[src/rtl/seg_scan_ctrl.sv]
// Four-digit seven-segment scan controller: blank gap, then lit phase per digit,
// with a per-frame input snapshot and optional leading-zero suppression.
module seg_scan_ctrl #(
    parameter int BLANK_CYC = 16,
    parameter int ON_CYC    = 100000
) (
    input  logic        clk,
    input  logic        rst_n,
    input  logic        enable,
    input  logic [15:0] digits,
    input  logic [3:0]  dp_in,
    input  logic        lz_en,
    output logic [1:0]  digit_sel,
    output logic [3:0]  an,
    output logic [6:0]  seg,
    output logic        dp,
    output logic        frame_tick
);

    localparam int MAXC = (BLANK_CYC > ON_CYC) ? BLANK_CYC : ON_CYC;
    localparam int CW   = (MAXC > 1) ? $clog2(MAXC) : 1;
    localparam logic [CW-1:0] BLANK_LAST = CW'(BLANK_CYC - 1);
    localparam logic [CW-1:0] ON_LAST    = CW'(ON_CYC - 1);

    typedef enum logic [1:0] {
        IDLE  = 2'd0,
        BLANK = 2'd1,
        ON    = 2'd2
    } state_t;

    state_t        state_q, state_d;
    logic [CW-1:0] cnt_q, cnt_d;
    logic [1:0]    sel_q, sel_d;
    logic [15:0]   snapDig_q, snapDig_d;
    logic [3:0]    snapDp_q, snapDp_d;
    logic          snapLz_q, snapLz_d;
    logic          tick_q, tick_d;
    logic [3:0]    an_q, an_d;
    logic [6:0]    seg_q, seg_d;
    logic          dp_q, dp_d;
    logic [3:0]    supp;
    logic [3:0]    nib;

    function automatic logic [6:0] hexDecode(input logic [3:0] v);
        logic [6:0] s;
        case (v)
            4'h0: s = 7'b1000000;
            4'h1: s = 7'b1111001;
            4'h2: s = 7'b0100100;
            4'h3: s = 7'b0110000;
            4'h4: s = 7'b0011001;
            4'h5: s = 7'b0010010;
            4'h6: s = 7'b0000010;
            4'h7: s = 7'b1111000;
            4'h8: s = 7'b0000000;
            4'h9: s = 7'b0010000;
            4'hA: s = 7'b0001000;
            4'hB: s = 7'b0000011;
            4'hC: s = 7'b1000110;
            4'hD: s = 7'b0100001;
            4'hE: s = 7'b0000110;
            default: s = 7'b0001110;
        endcase
        return s;
    endfunction

    always_ff @(posedge clk or negedge rst_n) begin
        if (!rst_n) begin
            state_q   <= IDLE;
            cnt_q     <= '0;
            sel_q     <= 2'd0;
            snapDig_q <= 16'h0;
            snapDp_q  <= 4'h0;
            snapLz_q  <= 1'b0;
            tick_q    <= 1'b0;
            an_q      <= 4'hF;
            seg_q     <= 7'h7F;
            dp_q      <= 1'b1;
        end else begin
            state_q   <= state_d;
            cnt_q     <= cnt_d;
            sel_q     <= sel_d;
            snapDig_q <= snapDig_d;
            snapDp_q  <= snapDp_d;
            snapLz_q  <= snapLz_d;
            tick_q    <= tick_d;
            an_q      <= an_d;
            seg_q     <= seg_d;
            dp_q      <= dp_d;
        end
    end

    // Outputs are decoded from next-state values so the registered pins line up
    // exactly with the registered state they describe.
    always_comb begin
        state_d   = state_q;
        cnt_d     = cnt_q;
        sel_d     = sel_q;
        snapDig_d = snapDig_q;
        snapDp_d  = snapDp_q;
        snapLz_d  = snapLz_q;
        tick_d    = 1'b0;
        if (!enable) begin
            state_d = IDLE;
            cnt_d   = '0;
            sel_d   = 2'd0;
        end else begin
            case (state_q)
                IDLE: begin
                    state_d   = BLANK;
                    cnt_d     = '0;
                    sel_d     = 2'd0;
                    snapDig_d = digits;
                    snapDp_d  = dp_in;
                    snapLz_d  = lz_en;
                end
                BLANK: begin
                    if (cnt_q == BLANK_LAST) begin
                        state_d = ON;
                        cnt_d   = '0;
                    end else begin
                        cnt_d = cnt_q + 1'b1;
                    end
                end
                ON: begin
                    if (cnt_q == ON_LAST) begin
                        state_d = BLANK;
                        cnt_d   = '0;
                        sel_d   = sel_q + 2'd1;
                        if (sel_q == 2'd3) begin
                            tick_d    = 1'b1;
                            snapDig_d = digits;
                            snapDp_d  = dp_in;
                            snapLz_d  = lz_en;
                        end
                    end else begin
                        cnt_d = cnt_q + 1'b1;
                    end
                end
                default: begin
                    state_d = IDLE;
                    cnt_d   = '0;
                    sel_d   = 2'd0;
                end
            endcase
        end
    end

    // A digit is suppressed when it and every higher nibble are zero; digit 0 always shows.
    always_comb begin
        supp[3] = snapLz_d && (snapDig_d[15:12] == 4'h0);
        supp[2] = supp[3] && (snapDig_d[11:8] == 4'h0);
        supp[1] = supp[2] && (snapDig_d[7:4] == 4'h0);
        supp[0] = 1'b0;
        nib     = snapDig_d[{sel_d, 2'b00} +: 4];
        an_d    = 4'hF;
        seg_d   = 7'h7F;
        dp_d    = 1'b1;
        if (state_d == ON && !supp[sel_d]) begin
            an_d  = ~(4'b0001 << sel_d);
            seg_d = hexDecode(nib);
            dp_d  = ~snapDp_d[sel_d];
        end
    end

    assign digit_sel  = sel_q;
    assign an         = an_q;
    assign seg        = seg_q;
    assign dp         = dp_q;
    assign frame_tick = tick_q;

endmodule

[config.mk]
export PLATFORM = sky130hd
export DESIGN_NAME = seg_scan_ctrl
export DESIGN_NICKNAME = d
export VERILOG_FILES = /design/src/rtl/seg_scan_ctrl.sv
export SDC_FILE = /design/constraint.sdc
export NUM_CORES = 1
export LEC_CHECK = 0
export CORE_MARGIN = 2
export CORE_UTILIZATION = 56
export DETAILED_ROUTE_END_ITERATION = 6
export PLACE_DENSITY_LB_ADDON = 0.25
export SETUP_SLACK_MARGIN = 0.4
export SYNTH_ARGS = -nofsm -noshare
export SYNTH_HDL_FRONTEND = slang
export SYNTH_SLANG_ARGS = --single-unit
[constraint.sdc]
create_clock -name clk -period 3.9 [get_ports clk]
set_clock_uncertainty 0.15 [all_clocks]
set_input_delay 0.585 -clock clk [delete_from_list [all_inputs] [get_ports clk]]
set_output_delay 0.585 -clock clk [all_outputs]
set_load 0.05 [all_outputs]
==> impl_metrics.env <==
export IMPL_outcome="finished clean"
export IMPL_fin_area_mm2=0.00401
export IMPL_tightest_slew_ps=867
export IMPL_postPlaceCellArea_mm2=0.00366
export IMPL_hold_class="in -> async"
export IMPL_hold_viol=0
export IMPL_cp_max_fo=8
export IMPL_cp_required_ps=3950
export IMPL_setup_viol=0
export IMPL_async_reset_ff_frac=1.00
export IMPL_fin_crit_sh=0.894
export IMPL_hold_slack_ps=224
export IMPL_route_detailed_drc=0
export IMPL_drive_gt1_frac=0.247
export IMPL_cp_start_kind="input port"
export IMPL_port_buffers=38
export IMPL_ys_ff_latch=55
export IMPL_num_vias=2679
export IMPL_ys_warnings_count=0
export IMPL_die_area_mm2=0.00631
export IMPL_leakagePower_nw=1.69
export IMPL_slew_viol_final=0
export IMPL_initial_core_util=0.579
export IMPL_overflow=0
export IMPL_synth_ff_type="dfrtp_1"
export IMPL_row_count=27
export IMPL_syn_inst=318
export IMPL_syn2layout_area_growth_pct=25.8
export IMPL_place_congestion=0.893
export IMPL_ys_seq_area_frac=0.437
export IMPL_synth_edf_count=0
export IMPL_synth_commonest_cells="dfrtp_1 (43), nor2_1 (34), nand2_1 (20), nand3_1 (20), inv_1 (16)"
export IMPL_max_freq_mhz=287
export IMPL_diodes=0
export IMPL_fin_nets=414
export IMPL_cts_clk_slew_worst_paths_ps=100
export IMPL_rsz0062_at_grt="yes"
export IMPL_cts_sinks=55
export IMPL_core_mm2=0.00551
export IMPL_first_global_vias=2473
export IMPL_power_density_mw_per_mm2=328
export IMPL_path_class="in -> reg"
export IMPL_endpoint_kind="flip-flop"
export IMPL_synth_most_common_cell="dfrtp_1"
export IMPL_grt_use_total=0.242
export IMPL_avgViaCountPerCell=5.93
export IMPL_dpl_hpwl_um=5150
export IMPL_vdd_drop_max_mv=0.218
export IMPL_avgSynthCellArea_um2=10.0
export IMPL_max_cap_violations=0
export IMPL_wire_per_inst_um=16.7
export IMPL_ant_nets=0
export IMPL_pin_count=39
export IMPL_tritoncts="built"
export IMPL_holdBufCountCts=0
export IMPL_cts_max_path_buffers=2
export IMPL_synth_cell_type_count=66
export IMPL_antenna_found_initial=0
export IMPL_totalWireLength_um=7530
export IMPL_first_iter_violations=251
export IMPL_critPathArrivalTime_ps=3540
export IMPL_grt_max_degree=41
export IMPL_yosysTopAreaCell="dfrtp_1"
export IMPL_synth_area_leaders="dfrtp_1 (34%), dfstp_2 (9.9%), ha_1 (4.3%), nor2_1 (4.0%), nand3_1 (3.1%)"
export IMPL_insertion_delay_ps=310
export IMPL_syn_area_mm2=0.00319
export IMPL_fin_setup_tns_ps=0
export IMPL_nFillCells=394
export IMPL_numCtsBuffers=5
export IMPL_p_total_mw=1.31
export IMPL_fp_dieH_um=79.4
export IMPL_die_x_um=79.4
export IMPL_drtPass1Iterations=4
export IMPL_period_needed_ps=3490
export IMPL_cts_root_buf="clkbuf_8"
export IMPL_synth_nets=353
export IMPL_grt_pass1_wl_um=12000
export IMPL_synth_top_area_share=0.338
export IMPL_slew_headroom=0.422
export IMPL_htreeDepth=2
==> layout by cell type, fill, tap and decap left out, drive strengths merged, types with 8 or more instances in the layout <==
master / n
nand3: 21
xnor2: 11
clkdlybuf4s50: 37
a22o: 9
inv: 19
o21ai: 9
nand2: 20
mux2i: 9
ha: 11
dfstp: 12
a21oi: 8
dfrtp: 43
nand2b: 8
or2: 8
buf: 29
nor2: 35
==> per-stage QoR <==
stage | utilization | cells | setup slack [ps]
finish | 0.728 | 452 | 414
global route | 0.728 | 452 | 326
CTS | 0.694 | 439 | 425
detailed placement | 0.664 | 426 | 148
global placement | 0.664 | 426 | 178
floorplan | - | 318 | 434
==> timing repair <==
item                                    CTS  global route
endpoints found under the setup margin   11            12
pin swaps                                 1             4
buffers inserted                          5            13
resized for setup                         6            17
==> logic make-up (layout without fill, tap and decap cells) <==
| family | Yosys count | in the layout | synth area share |
|---|---|---|---|
| AO/OA/AOI/OAI | 69 | 69 | 0.173 |
| XOR/XNOR | 17 | 17 | 0.0467 |
| adder cells (fa/ha/maj) | 11 | 11 | 0.0432 |
| buffers and inverters | 31 | 93 | 0.0448 |
| flip-flops | 55 | 55 | 0.437 |
| multiplexers | 14 | 14 | 0.0522 |
| AND/OR/NAND/NOR | 121 | 121 | 0.204 |
==> state kept, by name, indices dropped and copies added (netlist names) <==
signal	count
snapLz_q	1
snapDp_q	4
an	4
digit_sel	2
cnt_q	17
snapDig_q	16
dp	1
state_q	2
frame_tick	1
seg	7
==> worst paths after layout <==
| path | endpoint | slack [ps] | from | cells past startpoint |
|---|---|---|---|---|
| worst max-delay path | seg[0] | 410 | enable | 11 |
| worst min-delay path | cnt_q[11] | 220 | rst_n | 1 |
| worst max register to register | seg[0] | 470 | state_q[0] | 12 |
| worst min register to register | snapDig_q[0] | 350 | snapDig_q[0] | 2 |
| max in group asynchronous | seg[0] | 2530 | rst_n | 2 |
| min in group clk | snapDig_q[0] | 350 | snapDig_q[0] | 2 |
==> layout make-up <==
cell class              count  area [um^2]  area share
multi-input cells         232         1760       0.440
flip-flops and latches     55         1390       0.347
repair buffers             66          587       0.146
well taps                  72         90.1      0.0225
inverters                  19         71.3      0.0178
clock buffers               5         68.8      0.0172
clock inverters             3         38.8     0.00967
==> metal layers <==
layer | wire length [um] | GRT usage
met2 | 3520 | 0.366
met3 | 390 | 0.0430
met1 | 3520 | 0.360
met5 | 0 | 0
met4 | 102 | 0.0672
==> worst max-delay path, cell delays in order <==
cell and delay (ps):
clkdlybuf4s50_1 500, and3_2 240, nand3_2 150, o22a_4 320
o221a_2 310, mux2_2 270, a22o_1 260, inv_1 120
ha_2 220, and4b_1 210, o41ai_2 340
==> power breakdown <==
group,switching (mW),internal [mW]
registers,0.0163,0.606
clock network,0.186,0.188
logic,0.173,0.144
total,0.375,0.938
(Power assumes the default switching activity.)
